`src/rtl/fetch_unit_if.sv`:
```
// Instruction-memory request/grant/response bus between fetch and imem.
interface fetch_unit_if;
    localparam int unsigned XLEN = 32;

    logic            imem_req_o;
    logic [XLEN-1:0] imem_addr_o;
    logic            imem_gnt_i;
    logic            imem_rvalid_i;
    logic [XLEN-1:0] imem_rdata_i;

    // Fetch side drives the request and consumes grant/response.
    modport master (
        output imem_req_o,
        output imem_addr_o,
        input  imem_gnt_i,
        input  imem_rvalid_i,
        input  imem_rdata_i
    );

    // Memory side.
    modport slave (
        input  imem_req_o,
        input  imem_addr_o,
        output imem_gnt_i,
        output imem_rvalid_i,
        output imem_rdata_i
    );
endinterface

```
`src/rtl/fetch_unit.sv`:
```
// Instruction fetch stage: PC, single-outstanding imem fetch, one-entry
// hold buffer behind a stallable output slot, redirect with flush.
module fetch_unit #(
    parameter logic [31:0] RESET_PC = 32'h0000_0000
) (
    input  logic                clk,
    input  logic                rst_n,
    fetch_unit_if.master        bus,
    input  logic                stall_i,
    input  logic                redirect_i,
    input  logic [31:0]         redirect_pc_i,
    output logic [31:0]         instr_o,
    output logic [31:0]         pc_o,
    output logic                valid_o
);
    localparam int unsigned XLEN = 32;

    typedef enum logic [2:0] {
        IDLE = 3'd0,
        REQ  = 3'd1,
        WAIT = 3'd2,
        HOLD = 3'd3,
        DROP = 3'd4
    } state_t;

    state_t          state;
    logic [XLEN-1:0] pc_q;
    logic [XLEN-1:0] hold_instr;
    logic [XLEN-1:0] hold_pc;

    // Redirect targets are forced word aligned; the low bits are dropped.
    logic unused_redirect_lsbs;
    assign unused_redirect_lsbs = ^redirect_pc_i[1:0];

    // Request is a pure decode of the state register; address is the PC register.
    assign bus.imem_req_o  = (state == REQ);
    assign bus.imem_addr_o = pc_q;

    // Fetch FSM, PC, hold buffer and output slot.
    always_ff @(posedge clk or negedge rst_n) begin
        if (!rst_n) begin
            state      <= IDLE;
            pc_q       <= RESET_PC;
            instr_o    <= '0;
            pc_o       <= '0;
            valid_o    <= 1'b0;
            hold_instr <= '0;
            hold_pc    <= '0;
        end else begin
            // A consumed output empties unless something below reloads it.
            if (valid_o && !stall_i) begin
                valid_o <= 1'b0;
            end

            if (redirect_i) begin
                pc_q       <= {redirect_pc_i[XLEN-1:2], 2'b00};
                valid_o    <= 1'b0;
                hold_instr <= '0;
                hold_pc    <= '0;
                unique case (state)
                    REQ:     state <= bus.imem_gnt_i    ? DROP : REQ;
                    WAIT:    state <= bus.imem_rvalid_i ? REQ  : DROP;
                    DROP:    state <= bus.imem_rvalid_i ? REQ  : DROP;
                    default: state <= REQ;
                endcase
            end else begin
                unique case (state)
                    IDLE: state <= REQ;
                    REQ: begin
                        if (bus.imem_gnt_i) begin
                            state <= WAIT;
                        end
                    end
                    WAIT: begin
                        if (bus.imem_rvalid_i) begin
                            pc_q <= pc_q + 32'd4;
                            if (!valid_o || !stall_i) begin
                                instr_o <= bus.imem_rdata_i;
                                pc_o    <= pc_q;
                                valid_o <= 1'b1;
                                state   <= REQ;
                            end else begin
                                hold_instr <= bus.imem_rdata_i;
                                hold_pc    <= pc_q;
                                state      <= HOLD;
                            end
                        end
                    end
                    HOLD: begin
                        if (!stall_i) begin
                            instr_o <= hold_instr;
                            pc_o    <= hold_pc;
                            valid_o <= 1'b1;
                            state   <= REQ;
                        end
                    end
                    DROP: begin
                        if (bus.imem_rvalid_i) begin
                            state <= REQ;
                        end
                    end
                    default: state <= IDLE;
                endcase
            end
        end
    end
endmodule

```
`src/flat_wrapper.sv`:
```
// flat-port wrapper written by rule: the top's interface ports become plain ports
module fetch_unit_flat 
#(
    parameter logic [31:0] RESET_PC = 32'h0000_0000
)
  (clk, rst_n, stall_i, redirect_i, redirect_pc_i, instr_o, pc_o, valid_o, bus_imem_req_o, bus_imem_addr_o, bus_imem_gnt_i, bus_imem_rvalid_i, bus_imem_rdata_i);
  fetch_unit_if bus_i ();
  input  logic clk;
  input  logic rst_n;
  input  logic stall_i;
  input  logic redirect_i;
  input  logic [31:0] redirect_pc_i;
  output logic [31:0] instr_o;
  output logic [31:0] pc_o;
  output logic valid_o;
  output wire logic [$bits(bus_i.imem_req_o)-1:0] bus_imem_req_o;
  output wire logic [$bits(bus_i.imem_addr_o)-1:0] bus_imem_addr_o;
  input wire logic [$bits(bus_i.imem_gnt_i)-1:0] bus_imem_gnt_i;
  input wire logic [$bits(bus_i.imem_rvalid_i)-1:0] bus_imem_rvalid_i;
  input wire logic [$bits(bus_i.imem_rdata_i)-1:0] bus_imem_rdata_i;
  assign bus_imem_req_o = bus_i.imem_req_o;
  assign bus_imem_addr_o = bus_i.imem_addr_o;
  assign bus_i.imem_gnt_i = bus_imem_gnt_i;
  assign bus_i.imem_rvalid_i = bus_imem_rvalid_i;
  assign bus_i.imem_rdata_i = bus_imem_rdata_i;
  fetch_unit #(.RESET_PC(RESET_PC)) u_core (.clk(clk), .rst_n(rst_n), .bus(bus_i), .stall_i(stall_i), .redirect_i(redirect_i), .redirect_pc_i(redirect_pc_i), .instr_o(instr_o), .pc_o(pc_o), .valid_o(valid_o));
endmodule
```
`config.mk`:
```
export PLATFORM = sky130hd
export DESIGN_NAME = fetch_unit_flat
export DESIGN_NICKNAME = d
export VERILOG_FILES = /design/src/rtl/fetch_unit_if.sv /design/src/rtl/fetch_unit.sv /design/src/flat_wrapper.sv
export SDC_FILE = /design/constraint.sdc
export NUM_CORES = 1
export LEC_CHECK = 0
export ABC_AREA = 1
export CELL_PAD_IN_SITES_DETAIL_PLACEMENT = 2
export CELL_PAD_IN_SITES_GLOBAL_PLACEMENT = 2
export CORE_UTILIZATION = 31
export DETAILED_ROUTE_END_ITERATION = 8
export HOLD_SLACK_MARGIN = 0.03
export PLACE_DENSITY = 0.9
export SETUP_SLACK_MARGIN = 0.15
export SYNTH_ARGS = -nofsm -noshare
export SYNTH_HDL_FRONTEND = slang
export SYNTH_SLANG_ARGS = --single-unit
```
`constraint.sdc`:
```
create_clock -name clk -period 3.25 [get_ports clk]
set_input_delay 0.325 -clock clk [delete_from_list [all_inputs] [get_ports clk]]
set_output_delay 0.325 -clock clk [all_outputs]
set_load 0.005 [all_outputs]
```
==> impl_metrics.py <==
metrics = {
    "die": {
        "die_y_um": 164,
        "core_um2": 25500,
        "row_count": 58,
        "die_area_um2": 26900,
        "initial_core_util": 0.320,
        "io_pins": 168,
        "dieWidth_um": 164,
    },
    "timing": {
        "final-setup-viol-count": 0,
        "setup_tns_ns": 0,
        "min_period_over_period": 0.666,
        "clock.fmax_mhz": 462,
        "max_slew_margin": 0.491,
        "fin_worst_skew_ns": 0.0140,
        "slew_viol_final": 0,
        "worstMarginPinSlew_ns": 0.763,
        "fin_crit_ns": 2.16,
        "whs_ns": 0.453,
        "rsz0062_at_grt": "no",
        "hold_violations": 0,
    },
    "layout": {
        "utilization": 0.415,
        "syn_to_final_growth_pct": 29.7,
        "final_nets": 1326,
        "seq_area_um2": 4000,
        "final_layout_size_suffix_gt1_frac": 0.0528,
        "fin_cells": 1598,
        "multi_input_area_um2": 3460,
        "fillers": 2934,
        "antenna_cells": 0,
    },
    "yosys": {
        "ys_ff_latch": 160,
        "syn_avg_cell_area_um2": 7.28,
        "synth_area_leaders": "dfrtp_1 49%, nand2_1 22%, o21ai_0 7.2%",
        "yosysSeqAreaShare": 0.491,
        "synth_edf_count": 0,
        "synthesis.area_um2": 8150,
        "synth_top_area_frac": 0.491,
        "synth-main-ff-cell": "dfrtp_1",
        "async_flop_share": 1.00,
        "yosys_warnings": 0,
        "synth_cell_type_count": 33,
        "syn_inst": 1119,
        "yosys.area.top_type": "dfrtp_1",
    },
    "critical_path": {
        "worstSetupStartpointType": "flop",
        "crit_fanout": 29,
        "cp.required_ns": 3.54,
        "worstSetupPathType": "flop to flop",
        "arrival_ns": 2.46,
        "endpoint_kind": "flop",
    },
    "power_and_ir_drop": {
        "clkPwrFrac": 0.246,
        "p_sw_frac": 0.384,
        "ir_drop_v": 0.000359,
        "p_int_w": 0.00507,
        "p_seq_frac": 0.380,
        "p_per_area_nw_per_um2": 778,
        "power.switching_w": 0.00316,
        "leakage_nw": 5.04,
        "combPwrFrac": 0.374,
    },
    "route": {
        "drt_first_pass_iters": 6,
        "first_iter_violations": 485,
        "wire_per_inst_um": 19.2,
        "avgViaCountPerCell": 5.10,
        "ant_nets": 0,
        "drc": 0,
        "routed_wirelength_um": 30600,
        "vias": 8143,
    },
    "clocking": {
        "clk_latency_ns": 0.44,
        "cts.sinks": 160,
        "cts-buffers-inserted": 17,
        "ctsResizeCount": 0,
        "cts_htree_levels": 4,
        "tritoncts": "yes",
        "clk_pin_slew_ns": 0.07,
        "cts_buffer_depth": 2,
        "cts_root_buffer": "clkbuf_16",
    },
    "grt": {
        "grt.overflow.total": 0,
        "grt_pass1_vias": 8919,
        "grt_pass1_wl_um": 49300,
        "antenna_found_initial": 1,
        "grtUsageTotal": 0.238,
        "grt_max_degree": 79,
    },
    "placed_design": {
        "dp.cells": 1565,
        "hpwl_um": 20600,
        "gp_congestion": 0.822,
        "io_buffers": 163,
    },
    "flow_run": {
        "cap_violations": 0,
    },
    "min_path": {
        "hold_path_class": "input pin to flop",
    },
    "status": {
        "status": "finished, final reports clean",
    },
}
worst max-delay path: stages, from the launching register on:
cell and delay [ns]:
dfrtp_1 0.39, inv_2 0.09, nand2_2 0.11, nor2_4 0.16, nand2_2 0.12, o21ai_4 0.48, inv_2 0.41, nand2_1 0.15
o21ai_0 0.10
cells in the mapped netlist, types with 2 or more instances:
| library cell | count |
|---|---|
| buf_1 | 4 |
| o21ai_1 | 2 |
| o21ai_0 | 117 |
| inv_2 | 7 |
| inv_1 | 81 |
| nor2_4 | 3 |
| buf_4 | 16 |
| a31oi_1 | 5 |
| nand2_2 | 2 |
| dfrtp_1 | 160 |
| nand2_1 | 469 |
| nand3_1 | 92 |
| buf_2 | 14 |
| nand4_1 | 6 |
| nor2_1 | 77 |
| clkbuf_1 | 22 |
| buf_6 | 7 |
| a21oi_1 | 16 |
| nor3_1 | 3 |
| nor2_2 | 3 |
state kept, by name (all words and copies together) (netlist names):
register,count
u_core.bus.imem_addr_o,30
u_core.hold_instr,32
u_core.hold_pc,31
u_core.instr_o,32
u_core.pc_o,31
u_core.state,3
u_core.valid_o,1
placed cells by master (no fill, tap or decap), types with 2 or more instances in the layout:
cell type          n
nand2_1          468
clkdlybuf4s50_1  161
dfrtp_1          160
o21ai_0          117
nand3_1           92
inv_1             81
nor2_1            77
clkbuf_16         17
a21oi_1           16
buf_4             12
inv_2              7
nand4_1            6
a31oi_1            5
clkinv_4           5
inv_6              4
nand2_2            3
nor2_4             3
nor2_2             3
nor3_1             3
clkinvlp_4         3
buf_12             3
o21ai_1            2
conb_1             2
inv_8              2
kinds of logic after synthesis:
logic type / count (synthesis) / share of synthesized area
AO/OA/AOI/OAI: 148 / 0.0958
XOR/XNOR: 1 / 0.00107
adder cells (fa/ha/maj): 1 / 0.00153
buffers and inverters: 151 / 0.0855
flip-flops: 160 / 0.491
multiplexers: 1 / 0.00123
other: 1 / 0.000460
AND/OR/NAND/NOR: 656 / 0.323
power groups by stage:
stage / sequential (W) / clock, W / combinational, W
floorplan: 0.00303 / 0 / 0.00140
global placement: 0.00310 / 0 / 0.00290
detailed placement: 0.00316 / 0 / 0.00306
finish: 0.00313 / 0.00202 / 0.00308
global route: 0.00321 / 0.00214 / 0.00343
CTS: 0.00314 / 0.00207 / 0.00312
path summary, 6_finish.rpt:
| path | from | endpoint | slack (ns) | cells past startpoint |
|---|---|---|---|---|
| hold / removal | redirect_i | u_core.bus.imem_addr_o[3] | 0.45 | 4 |
| min in group asynchronous | rst_n | u_core.instr_o[9] | 0.48 | 2 |
| hold reg to reg | u_core.pc_o[31] | u_core.pc_o[31] | 0.48 | 2 |
| setup / recovery | u_core.state[2] | u_core.hold_pc[22] | 1.09 | 8 |
| max in group asynchronous | rst_n | u_core.instr_o[25] | 1.89 | 3 |
| setup reg to reg | u_core.state[2] | u_core.hold_pc[22] | 1.09 | 8 |
timing repair:
item                                    CTS  global route
buffers inserted                          0             0
hold buffers                              1             0
endpoints found under the hold margin    70             0
endpoints found under the setup margin    0             0
area by class of cell:
| cell class | instances | share of cell area |
|---|---|---|
| Multi-Input combinational cell | 809 | 0.327 |
| Sequential cell | 160 | 0.379 |
| Clock inverter | 15 | 0.0146 |
| Tap cell | 330 | 0.0391 |
| Clock buffer | 17 | 0.0402 |
| Inverter | 88 | 0.0312 |
| Timing Repair Buffer | 179 | 0.169 |
per-stage QoR:
| stage | power [W] | worst slack [ns] | area, um^2 |
|---|---|---|---|
| floorplan | 0.00443 | 1.65 | 8160 |
| global placement | 0.00601 | 1.01 | 9980 |
| detailed placement | 0.00621 | 0.900 | 9980 |
| CTS | 0.00833 | 1.07 | 10600 |
| global route | 0.00878 | 0.910 | 10600 |
| finish | 0.00823 | 1.09 | 10600 |
per-layer routing:
metal  global-route usage  share of wire  vias to the layer above
met1                0.302           0.45                     4125
met2                0.410           0.49                      177
li1                     -              -                     3797
met3               0.0391          0.037                       42
met4               0.0741          0.018                        2
met5                    0        0.00042                        -
(Power assumes the default switching activity.)
